## config.mk

```make
export PLATFORM = sky130hd
export DESIGN_NAME = lcd_seq_ctrl_flat
export DESIGN_NICKNAME = d
export VERILOG_FILES = /design/src/rtl/lcd_pkg.sv /design/src/rtl/lcd_seq_ctrl_if.sv /design/src/rtl/lcd_write_phy.sv /design/src/rtl/lcd_seq_ctrl.sv /design/src/flat_wrapper.sv
export SDC_FILE = /design/constraint.sdc
export NUM_CORES = 1
export LEC_CHECK = 0
export CAP_MARGIN = 10
export CORE_ASPECT_RATIO = 1.2
export CORE_MARGIN = 2
export CORE_UTILIZATION = 35
export DETAILED_ROUTE_END_ITERATION = 10
export MAX_ROUTING_LAYER = met4
export PLACE_DENSITY_LB_ADDON = 0.05
export SYNTH_ARGS = -nofsm -noshare
export SYNTH_HDL_FRONTEND = slang
export SYNTH_SLANG_ARGS = --single-unit
```

## constraint.sdc

```tcl
create_clock -name CLK -period 2.7 [get_ports CLK]
set_input_delay 0.27 -clock CLK [delete_from_list [all_inputs] [get_ports CLK]]
set_output_delay 0.27 -clock CLK [all_outputs]
set_load 0.03 [all_outputs]
```

## src/rtl/lcd_pkg.sv

```systemverilog
// rtl/lcd_pkg.sv - shared types and constants for the character-LCD sequencer
//
// Purpose: sequencer state encoding, write-phy phase encoding, HD44780 command
// bytes, the four-entry init command ROM and a small sizing helper.
// Ports: none (package).

package lcd_pkg;

  typedef enum logic [2:0] {
    ST_POWERUP,
    ST_INIT,
    ST_ADDR1,
    ST_FETCH,
    ST_WCHAR,
    ST_ADDR2
  } lcd_state_e;

  typedef enum logic [1:0] {
    PH_IDLE,
    PH_SETUP,
    PH_EHIGH,
    PH_GAP
  } phy_phase_e;

  localparam logic [7:0] CMD_FUNC_SET = 8'h38;
  localparam logic [7:0] CMD_DISP_ON  = 8'h0C;
  localparam logic [7:0] CMD_CLEAR    = 8'h01;
  localparam logic [7:0] CMD_ENTRY    = 8'h06;
  localparam logic [7:0] ADDR_LINE1   = 8'h80;
  localparam logic [7:0] ADDR_LINE2   = 8'hC0;

  // Init ROM, entry [0] is sent first.
  localparam logic [3:0][7:0] INIT_ROM = {CMD_ENTRY, CMD_CLEAR, CMD_DISP_ON, CMD_FUNC_SET};

  localparam logic [1:0] INIT_LAST_IDX = 2'd3;
  // The clear command needs the long settle time.
  localparam logic [1:0] CLEAR_IDX     = 2'd2;

  function automatic int max_of3(input int a, input int b, input int c);
    int m;
    m = (a > b) ? a : b;
    return (m > c) ? m : c;
  endfunction

endpackage

```

## src/rtl/lcd_seq_ctrl_if.sv

```systemverilog
// rtl/lcd_seq_ctrl_if.sv - character-source handshake and LCD bus bundle
//
// Purpose: groups the REQ/ACK character fetch and the HD44780 write bus.
// Signals:
//   CHAR_REQ/CHAR_LINE/CHAR_POS  sequencer -> source request and address
//   CHAR_ACK/CHAR_DATA           source -> sequencer reply
//   LCD_E/LCD_RS/LCD_RW/LCD_DATA sequencer -> display bus
// Modports: master = sequencer side, slave = source/display side.

interface lcd_seq_ctrl_if;

  logic       CHAR_REQ;
  logic       CHAR_LINE;
  logic [3:0] CHAR_POS;
  logic       CHAR_ACK;
  logic [7:0] CHAR_DATA;

  logic       LCD_E;
  logic       LCD_RS;
  logic       LCD_RW;
  logic [7:0] LCD_DATA;

  modport master (
    output CHAR_REQ, CHAR_LINE, CHAR_POS,
    output LCD_E, LCD_RS, LCD_RW, LCD_DATA,
    input  CHAR_ACK, CHAR_DATA
  );

  modport slave (
    input  CHAR_REQ, CHAR_LINE, CHAR_POS,
    input  LCD_E, LCD_RS, LCD_RW, LCD_DATA,
    output CHAR_ACK, CHAR_DATA
  );

endinterface

```

## src/rtl/lcd_write_phy.sv

```systemverilog
// rtl/lcd_write_phy.sv - one HD44780 write cycle: setup, E high, settle gap
//
// Purpose: on start_i (taken on an enable tick) latches RS/byte and runs
// 1 setup tick, E_TICKS ticks of E=1, then GAP_TICKS (or CLEAR_GAP_TICKS when
// long_gap_i) ticks of E=0. RS/DATA stay put for the whole cycle and beyond.
// Ports:
//   clk_i, rst_i (sync active-high), enable_i (tick)
//   start_i, rs_i, byte_i, long_gap_i  write request
//   lcd_e_o, lcd_rs_o, lcd_data_o      bus drive
//   busy_o                             a cycle is in progress
//   done_o                             last gap tick, combinational; a new
//                                      start on this same edge runs back to back

module lcd_write_phy
  import lcd_pkg::*;
#(
  parameter int E_TICKS         = 2,
  parameter int GAP_TICKS       = 4,
  parameter int CLEAR_GAP_TICKS = 40
) (
  input  logic       clk_i,
  input  logic       rst_i,
  input  logic       enable_i,
  input  logic       start_i,
  input  logic       rs_i,
  input  logic [7:0] byte_i,
  input  logic       long_gap_i,
  output logic       lcd_e_o,
  output logic       lcd_rs_o,
  output logic [7:0] lcd_data_o,
  output logic       busy_o,
  output logic       done_o
);

  localparam int CW = $clog2(max_of3(E_TICKS, GAP_TICKS, CLEAR_GAP_TICKS) + 1);

  phy_phase_e  phase_q;
  logic [CW-1:0] cnt_q;
  logic        e_q;
  logic        rs_q;
  logic [7:0]  data_q;
  logic        long_q;
  logic [CW-1:0] gap_len;

  assign gap_len = long_q ? CW'(CLEAR_GAP_TICKS) : CW'(GAP_TICKS);

  // cnt_q counts 1..N inside the E-high and gap phases, so the terminal
  // compare is against the tick count itself.
  assign done_o = enable_i && (phase_q == PH_GAP) && (cnt_q == gap_len);
  assign busy_o = (phase_q != PH_IDLE);

  always_ff @(posedge clk_i) begin
    if (rst_i) begin
      phase_q <= PH_IDLE;
      cnt_q   <= '0;
      e_q     <= 1'b0;
      rs_q    <= 1'b0;
      data_q  <= 8'h00;
      long_q  <= 1'b0;
    end else if (enable_i) begin
      if (start_i) begin
        phase_q <= PH_SETUP;
        cnt_q   <= '0;
        e_q     <= 1'b0;
        rs_q    <= rs_i;
        data_q  <= byte_i;
        long_q  <= long_gap_i;
      end else begin
        case (phase_q)
          PH_SETUP: begin
            phase_q <= PH_EHIGH;
            e_q     <= 1'b1;
            cnt_q   <= CW'(1);
          end
          PH_EHIGH: begin
            if (cnt_q == CW'(E_TICKS)) begin
              phase_q <= PH_GAP;
              e_q     <= 1'b0;
              cnt_q   <= CW'(1);
            end else begin
              cnt_q <= cnt_q + CW'(1);
            end
          end
          PH_GAP: begin
            if (cnt_q == gap_len) begin
              phase_q <= PH_IDLE;
              cnt_q   <= '0;
            end else begin
              cnt_q <= cnt_q + CW'(1);
            end
          end
          default: begin
            phase_q <= PH_IDLE;
          end
        endcase
      end
    end
  end

  assign lcd_e_o    = e_q;
  assign lcd_rs_o   = rs_q;
  assign lcd_data_o = data_q;

endmodule

```

## src/rtl/lcd_seq_ctrl.sv

```systemverilog
// rtl/lcd_seq_ctrl.sv - character-LCD power-up, init and endless refresh sequencer
//
// Purpose: waits POWERUP_TICKS, sends the four init commands, then refreshes
// line 1 and line 2 (address + CHARS characters each) forever, fetching each
// character over the REQ/ACK handshake.
// Ports:
//   CLK, RESETN (sync, active-high), ENABLE (timebase tick)
//   bus        master side of lcd_seq_ctrl_if (character fetch + LCD bus)
//   INIT_DONE  sticky once the init commands have been written

module lcd_seq_ctrl
  import lcd_pkg::*;
#(
  parameter int POWERUP_TICKS   = 70,
  parameter int E_TICKS         = 2,
  parameter int GAP_TICKS       = 4,
  parameter int CLEAR_GAP_TICKS = 40,
  parameter int CHARS           = 16
) (
  input  logic           CLK,
  input  logic           RESETN,
  input  logic           ENABLE,
  lcd_seq_ctrl_if.master bus,
  output logic           INIT_DONE
);

  localparam int PW = $clog2(POWERUP_TICKS + 1);

  lcd_state_e    state_q, state_d;
  logic [PW-1:0] pwr_cnt_q;
  logic [1:0]    cmd_idx_q;
  logic          line_q;
  logic [3:0]    pos_q;
  logic [7:0]    char_q;
  logic          init_done_q;

  logic          phy_start;
  logic          phy_rs;
  logic [7:0]    phy_byte;
  logic          phy_long;
  logic          phy_busy;
  logic          phy_done;
  logic          char_req;

  logic          pwr_done;
  logic          last_pos;
  logic [1:0]    cmd_idx_next;

  assign pwr_done     = (pwr_cnt_q == PW'(POWERUP_TICKS));
  assign last_pos     = (pos_q == 4'(CHARS - 1));
  assign cmd_idx_next = cmd_idx_q + 2'd1;

  // State register.
  always_ff @(posedge CLK) begin
    if (RESETN) begin
      state_q <= ST_POWERUP;
    end else begin
      state_q <= state_d;
    end
  end

  // Next-state logic. Only FETCH reacts on non-tick edges.
  always_comb begin
    state_d = state_q;
    case (state_q)
      ST_POWERUP: if (ENABLE && pwr_done) state_d = ST_INIT;
      ST_INIT:    if (phy_done && (cmd_idx_q == INIT_LAST_IDX)) state_d = ST_ADDR1;
      ST_ADDR1:   if (phy_done) state_d = ST_FETCH;
      ST_ADDR2:   if (phy_done) state_d = ST_FETCH;
      ST_FETCH:   if (bus.CHAR_ACK) state_d = ST_WCHAR;
      ST_WCHAR: begin
        if (phy_done) begin
          if (!last_pos)   state_d = ST_FETCH;
          else if (line_q) state_d = ST_ADDR1;
          else             state_d = ST_ADDR2;
        end
      end
      default: state_d = ST_POWERUP;
    endcase
  end

  // Output logic: every write is launched on the same edge that enters its
  // state, so consecutive writes run back to back with no idle tick, except
  // the character write which starts on the first tick after the ACK edge.
  always_comb begin
    phy_start = 1'b0;
    phy_rs    = 1'b0;
    phy_byte  = 8'h00;
    phy_long  = 1'b0;
    char_req  = 1'b0;
    case (state_q)
      ST_POWERUP: begin
        if (ENABLE && pwr_done) begin
          phy_start = 1'b1;
          phy_byte  = INIT_ROM[0];
        end
      end
      ST_INIT: begin
        if (phy_done) begin
          phy_start = 1'b1;
          if (cmd_idx_q == INIT_LAST_IDX) begin
            phy_byte = ADDR_LINE1;
          end else begin
            phy_byte = INIT_ROM[cmd_idx_next];
            phy_long = (cmd_idx_next == CLEAR_IDX);
          end
        end
      end
      ST_FETCH: begin
        char_req = 1'b1;
      end
      ST_WCHAR: begin
        if (ENABLE && !phy_busy) begin
          phy_start = 1'b1;
          phy_rs    = 1'b1;
          phy_byte  = char_q;
        end else if (phy_done && last_pos) begin
          phy_start = 1'b1;
          phy_byte  = line_q ? ADDR_LINE1 : ADDR_LINE2;
        end
      end
      default: begin
      end
    endcase
  end

  // Counters, latched character and init flag.
  always_ff @(posedge CLK) begin
    if (RESETN) begin
      pwr_cnt_q   <= '0;
      cmd_idx_q   <= 2'd0;
      line_q      <= 1'b0;
      pos_q       <= 4'd0;
      char_q      <= 8'h00;
      init_done_q <= 1'b0;
    end else begin
      case (state_q)
        ST_POWERUP: begin
          if (ENABLE && !pwr_done) pwr_cnt_q <= pwr_cnt_q + PW'(1);
        end
        ST_INIT: begin
          if (phy_done) begin
            cmd_idx_q <= cmd_idx_next;
            if (cmd_idx_q == INIT_LAST_IDX) begin
              init_done_q <= 1'b1;
              line_q      <= 1'b0;
              pos_q       <= 4'd0;
            end
          end
        end
        ST_FETCH: begin
          if (bus.CHAR_ACK) char_q <= bus.CHAR_DATA;
        end
        ST_WCHAR: begin
          if (phy_done) begin
            if (!last_pos) begin
              pos_q <= pos_q + 4'd1;
            end else begin
              line_q <= ~line_q;
              pos_q  <= 4'd0;
            end
          end
        end
        default: begin
        end
      endcase
    end
  end

  lcd_write_phy #(
    .E_TICKS         (E_TICKS),
    .GAP_TICKS       (GAP_TICKS),
    .CLEAR_GAP_TICKS (CLEAR_GAP_TICKS)
  ) u_phy (
    .clk_i      (CLK),
    .rst_i      (RESETN),
    .enable_i   (ENABLE),
    .start_i    (phy_start),
    .rs_i       (phy_rs),
    .byte_i     (phy_byte),
    .long_gap_i (phy_long),
    .lcd_e_o    (bus.LCD_E),
    .lcd_rs_o   (bus.LCD_RS),
    .lcd_data_o (bus.LCD_DATA),
    .busy_o     (phy_busy),
    .done_o     (phy_done)
  );

  assign bus.LCD_RW    = 1'b0;
  assign bus.CHAR_REQ  = char_req;
  assign bus.CHAR_LINE = line_q;
  assign bus.CHAR_POS  = pos_q;
  assign INIT_DONE     = init_done_q;

endmodule

```

## src/flat_wrapper.sv

```systemverilog
// flat-port wrapper written by rule: the top's interface ports become plain ports
module lcd_seq_ctrl_flat import lcd_pkg::*;
#(
  parameter int POWERUP_TICKS   = 70,
  parameter int E_TICKS         = 2,
  parameter int GAP_TICKS       = 4,
  parameter int CLEAR_GAP_TICKS = 40,
  parameter int CHARS           = 16
)
  (CLK, RESETN, ENABLE, INIT_DONE, bus_CHAR_REQ, bus_CHAR_LINE, bus_CHAR_POS, bus_LCD_E, bus_LCD_RS, bus_LCD_RW, bus_LCD_DATA, bus_CHAR_ACK, bus_CHAR_DATA);
  lcd_seq_ctrl_if bus_i ();
  input  logic CLK;
  input  logic RESETN;
  input  logic ENABLE;
  output logic INIT_DONE;
  output wire logic [$bits(bus_i.CHAR_REQ)-1:0] bus_CHAR_REQ;
  output wire logic [$bits(bus_i.CHAR_LINE)-1:0] bus_CHAR_LINE;
  output wire logic [$bits(bus_i.CHAR_POS)-1:0] bus_CHAR_POS;
  output wire logic [$bits(bus_i.LCD_E)-1:0] bus_LCD_E;
  output wire logic [$bits(bus_i.LCD_RS)-1:0] bus_LCD_RS;
  output wire logic [$bits(bus_i.LCD_RW)-1:0] bus_LCD_RW;
  output wire logic [$bits(bus_i.LCD_DATA)-1:0] bus_LCD_DATA;
  input wire logic [$bits(bus_i.CHAR_ACK)-1:0] bus_CHAR_ACK;
  input wire logic [$bits(bus_i.CHAR_DATA)-1:0] bus_CHAR_DATA;
  assign bus_CHAR_REQ = bus_i.CHAR_REQ;
  assign bus_CHAR_LINE = bus_i.CHAR_LINE;
  assign bus_CHAR_POS = bus_i.CHAR_POS;
  assign bus_LCD_E = bus_i.LCD_E;
  assign bus_LCD_RS = bus_i.LCD_RS;
  assign bus_LCD_RW = bus_i.LCD_RW;
  assign bus_LCD_DATA = bus_i.LCD_DATA;
  assign bus_i.CHAR_ACK = bus_CHAR_ACK;
  assign bus_i.CHAR_DATA = bus_CHAR_DATA;
  lcd_seq_ctrl #(.POWERUP_TICKS(POWERUP_TICKS), .E_TICKS(E_TICKS), .GAP_TICKS(GAP_TICKS), .CLEAR_GAP_TICKS(CLEAR_GAP_TICKS), .CHARS(CHARS)) u_core (.CLK(CLK), .RESETN(RESETN), .ENABLE(ENABLE), .bus(bus_i), .INIT_DONE(INIT_DONE));
endmodule
```

==> impl_metrics.prom <==
# TYPE chip_impl_metric gauge
chip_impl_metric{name="h_tree_levels",unit=""} 2
chip_impl_metric{name="remaining_design_rule_violation_count",unit=""} 0
chip_impl_metric{name="ant_nets",unit=""} 0
chip_impl_metric{name="timing.critical_path.arrival",unit="ns"} 2.09
chip_impl_metric{name="synth_edf_count",unit=""} 0
chip_impl_metric{name="synth_compound_gate_area_share",unit=""} 0.199
chip_impl_metric{name="worst_slew_slack_as_a_fraction_of_its_limit",unit=""} 0.605
chip_impl_info{name="most_heavily_used_metal_layer_in_global_routing",value="met2"} 1
chip_impl_info{name="tritoncts",value="yes"} 1
chip_impl_metric{name="cell_internal_power",unit="mW"} 1.00
chip_impl_metric{name="synth_sequential_area_ratio",unit=""} 0.360
chip_impl_metric{name="design.final.nets",unit=""} 351
chip_impl_metric{name="grt_start_max_net_pins",unit=""} 40
chip_impl_metric{name="netSwitchingPower",unit="µW"} 320
chip_impl_info{name="synth_top_family_by_area",value="simple AND/OR/NAND/NOR gates"} 1
chip_impl_metric{name="fill_cells",unit=""} 686
chip_impl_metric{name="hold_viol",unit=""} 0
chip_impl_metric{name="syn_to_final_growth",unit="%"} 18.8
chip_impl_info{name="crit_path_cell_trace",value="nor2b_1, and2_1, clkdlybuf4s50_1"} 1
chip_impl_info{name="yosys-top-cells-area",value="dfxtp_1 36%, ha_1 7.5%, nand2_1 7.4%, a21oi_1 5.0%, nor2_1 4.2%"} 1
chip_impl_info{name="hold_path.class",value="reg2reg"} 1
chip_impl_metric{name="power_density",unit="nW/µm²"} 445
chip_impl_metric{name="vias",unit=""} 2206
chip_impl_metric{name="met3_usage",unit=""} 0.0270
chip_impl_info{name="cts_root_buf",value="clkbuf_8"} 1
chip_impl_metric{name="cts_hold_repair.buffers",unit=""} 0
chip_impl_metric{name="max_stage_delay",unit="ns"} 0.69
chip_impl_metric{name="groute.usage.overall",unit=""} 0.173
chip_impl_info{name="path_delay_family",value="buffers and inverters"} 1
chip_impl_metric{name="cp.buffers_inverters",unit=""} 1
chip_impl_metric{name="diodes",unit=""} 0
chip_impl_metric{name="regArea",unit="µm²"} 901
chip_impl_metric{name="insertion_delay",unit="ns"} 0.30
chip_impl_metric{name="io_buffer_count",unit=""} 28
chip_impl_metric{name="gr-usage-met2",unit=""} 0.267
chip_impl_metric{name="post_synth_and_or_nand_nor_area_fraction",unit=""} 0.276
chip_impl_metric{name="initial_core_util",unit=""} 0.363
chip_impl_info{name="timing.critical_path.from",value="u_core.state_q[0]$_SDFFE_PP0P_"} 1
chip_impl_metric{name="floorplan.die_area",unit="µm²"} 7840
chip_impl_metric{name="count_of_mapped_cells_out_of_synthesis",unit=""} 298
chip_impl_metric{name="power.share.sequential",unit=""} 0.515
chip_impl_metric{name="wl_per_cell",unit="µm"} 14.9
chip_impl_info{name="hold_path.startpoint",value="u_core.char_q[6]$_SDFFE_PP0P_"} 1
chip_impl_metric{name="worst-slew-pin-transition",unit="ns"} 0.593
chip_impl_metric{name="report.final.setup_viol",unit=""} 0
chip_impl_metric{name="post_synth_instance_area",unit="µm²"} 2500
chip_impl_metric{name="fraction_of_registers_with_async_set_reset",unit=""} 0
chip_impl_metric{name="die_y",unit="µm"} 96.6
chip_impl_metric{name="period_share",unit=""} 0.873
chip_impl_metric{name="post_route_cells_drive_above_1_share",unit=""} 0.0923
chip_impl_metric{name="post-cts-setup-buffers",unit=""} 0
chip_impl_metric{name="achievable-frequency",unit="MHz"} 424
chip_impl_metric{name="share_comb_of_total_power",unit=""} 0.090
chip_impl_metric{name="synth_top_area_frac",unit=""} 0.360
chip_impl_info{name="slowest_stage",value="clkdlybuf4s50_1"} 1
chip_impl_info{name="regToRegStartpoint",value="u_core.u_phy.phase_q[0]$_SDFFE_PP0P_"} 1
chip_impl_metric{name="ffs_latches_synth",unit=""} 45
chip_impl_metric{name="ir_drop",unit="mV"} 0.295
chip_impl_metric{name="timing_max_transition_violations_final",unit=""} 0
chip_impl_metric{name="detail_route.wirelength",unit="mm"} 6.13
chip_impl_metric{name="clock_pin_slew_worst_setup_and_hold_paths",unit="ns"} 0.09
chip_impl_metric{name="placed_cells",unit=""} 404
chip_impl_metric{name="gpl.final_weighted_congestion",unit=""} 0.842
chip_impl_metric{name="power_frac_clock",unit=""} 0.395
chip_impl_metric{name="num_rows",unit=""} 33
chip_impl_metric{name="post_synth_fa_ha_maj_area_fraction",unit=""} 0.0791
chip_impl_info{name="yosys_most_used_dff",value="dfxtp_1"} 1
chip_impl_metric{name="cts_buffers",unit=""} 5
chip_impl_info{name="synth_top_area_cell",value="dfxtp_1"} 1
chip_impl_metric{name="worst-path-max-fanout",unit=""} 14
chip_impl_metric{name="detailedRoute.firstIterationViolations",unit=""} 96
chip_impl_metric{name="clock_path_buffers",unit=""} 2
chip_impl_metric{name="die_w",unit="µm"} 81.2
chip_impl_metric{name="fin_util",unit=""} 0.431
chip_impl_metric{name="post_cts_resize_count",unit=""} 0
chip_impl_metric{name="place.detailed.hpwl",unit="mm"} 4.38
chip_impl_metric{name="post_synth_xor_area_fraction",unit=""} 0.0210
chip_impl_metric{name="first_global_vias",unit=""} 2023
chip_impl_metric{name="core_area",unit="µm²"} 6900
chip_impl_metric{name="critical_path_required",unit="ns"} 2.43
chip_impl_metric{name="post_synthesis_net_count",unit=""} 325
chip_impl_metric{name="yosys_warnings",unit=""} 0
chip_impl_metric{name="synth.lib_cells_used.distinct",unit=""} 67
chip_impl_metric{name="overflow",unit=""} 0
chip_impl_metric{name="multi_input_area",unit="µm²"} 1480
chip_impl_metric{name="power.switching_fraction",unit=""} 0.242
chip_impl_metric{name="grt_antenna_before_repair",unit=""} 0
chip_impl_metric{name="cap_viol_max_count",unit=""} 0
chip_impl_metric{name="setup-tns-final",unit="ns"} 0
chip_impl_info{name="crit_path_end_kind",value="output port"} 1
chip_impl_metric{name="globalRouteMet1Util",unit=""} 0.235
chip_impl_metric{name="cts_num_sinks",unit=""} 45
chip_impl_metric{name="skew",unit="ns"} 0.00651
chip_impl_info{name="grt_setup_unrepaired",value="no"} 1
chip_impl_metric{name="drt-pass1-iter-count",unit=""} 4
chip_impl_metric{name="grt_first_pass_wirelength",unit="mm"} 10.1
chip_impl_metric{name="timing.final.crit_period",unit="ns"} 2.36
chip_impl_info{name="criticalPathCategory",value="reg2out"} 1
chip_impl_metric{name="floorplan.io_pins",unit=""} 30
chip_impl_info{name="outcome",value="finished, final reports clean"} 1
chip_impl_metric{name="leakagePower",unit="nW"} 0.983
chip_impl_metric{name="number_of_standard_cells_in_the_final_layout_excluding_fillers",unit=""} 412
chip_impl_info{name="setup.worst_path.start_class",value="flop"} 1
chip_impl_metric{name="drt-vias-per-instance",unit=""} 5.35
chip_impl_metric{name="post_synth_mux_area_share",unit=""} 0.0165
chip_impl_metric{name="worst_hold_slack_across_all_endpoints",unit="ns"} 0.462
chip_impl_metric{name="synthesis.area_per_instance",unit="µm²"} 8.39
layout by cell type (no fill, tap or decap), types with 2 or more instances in the layout:
cell type and n:
nor4b_2 2, nor2_1 28, clkbuf_8 5, a22oi_1 3
and3_1 4, ha_1 15, dfxtp_1 45, xnor2_1 2
nor3_2 2, nand3b_1 5, and2_1 3, mux2i_1 3
nor2b_1 3, o21ai_0 2, a21oi_1 25, inv_1 11
or4_1 5, a31oi_1 6, nand2_1 49, nand3_1 9
nand4_1 2, or3_1 2, o31ai_1 2, clkdlybuf4s50_1 28
nor3_1 5, o22ai_1 3, a311oi_1 4, xor2_1 4
o21ai_1 2, buf_4 6, a211oi_1 3
layout make-up:
class                           instances  share of cell area
Inverter                               11              0.0139
Sequential cell                        45               0.303
Clock buffer                            6              0.0244
Multi-Input combinational cell        227               0.499
Clock inverter                          2              0.0131
Tap cell                               87              0.0366
Timing Repair Buffer                   34               0.110
cells in the mapped netlist, types with 4 or more instances:
cell type / instances
inv_1: 11
a31oi_1: 6
a21oi_1: 25
nand2_1: 49
clkbuf_1: 8
nor3_1: 5
nand3_1: 9
and3_1: 4
ha_1: 15
or4_1: 5
dfxtp_1: 45
xor2_1: 4
nor2_1: 28
a311oi_1: 4
nand3b_1: 5
state kept, by name, summed over array words and instances, names as in the netlist, 2 cells and up:
register                 count
u_core.bus.CHAR_POS          4
u_core.char_q                8
u_core.cmd_idx_q             2
u_core.pwr_cnt_q             7
u_core.state_q               3
u_core.u_phy.cnt_q           6
u_core.u_phy.lcd_data_o      8
u_core.u_phy.phase_q         2
worst reg2reg max path: cells and delay by family, from the launching register on:
kind                     cells  cell delay, ns
adder cells (fa/ha/maj)      1            0.32
flip-flops                   1            0.44
AND/OR/NAND/NOR              1            0.12
AO/OA/AOI/OAI                4            1.10
metal layers:
metal | up-vias | routed length (µm)
li1 | 1120 | -
met1 | 1049 | 3050
met2 | 32 | 2870
met3 | 5 | 146
met4 | 0 | 70
met5 | - | 0
logic make-up (layout without fill, tap and decap cells):
| kind of cell | count (synthesis) | after routing |
|---|---|---|
| mux | 4 | 4 |
| flops | 45 | 45 |
| simple gates | 130 | 130 |
| buf+inv | 26 | 53 |
| compound gates | 70 | 70 |
| other cells | 1 | 1 |
| xor+xnor | 6 | 6 |
| fa+ha+maj | 16 | 16 |
metrics by stage:
step / instance area [µm²] / setup WS [ns] / power, mW
floorplan: 2500 / 0.688 / 0.770
global placement: 2860 / 0.502 / 0.816
detailed placement: 2860 / 0.523 / 0.815
CTS: 2970 / 0.342 / 1.35
global route: 2970 / 0.187 / 1.38
finish: 2970 / 0.343 / 1.32
power by group through the flow:
stage / registers (mW) / clock network, mW / logic, mW
floorplan: 0.698 / 0 / 0.0725
global placement: 0.697 / 0 / 0.118
detailed placement: 0.697 / 0 / 0.117
CTS: 0.682 / 0.545 / 0.118
global route: 0.683 / 0.569 / 0.130
finish: 0.682 / 0.523 / 0.118
final timing paths:
path / to / cells after the start / slack [ns]
setup reg to reg: u_core.u_phy.phase_q[1]$_SDFFE_PP0P_ / 6 / 0.60
hold / removal: u_core.char_q[6]$_SDFFE_PP0P_ / 2 / 0.46
hold reg to reg: u_core.char_q[6]$_SDFFE_PP0P_ / 2 / 0.46
setup / recovery: bus_CHAR_REQ / 3 / 0.34
Power figures use the tool's default switching activity.
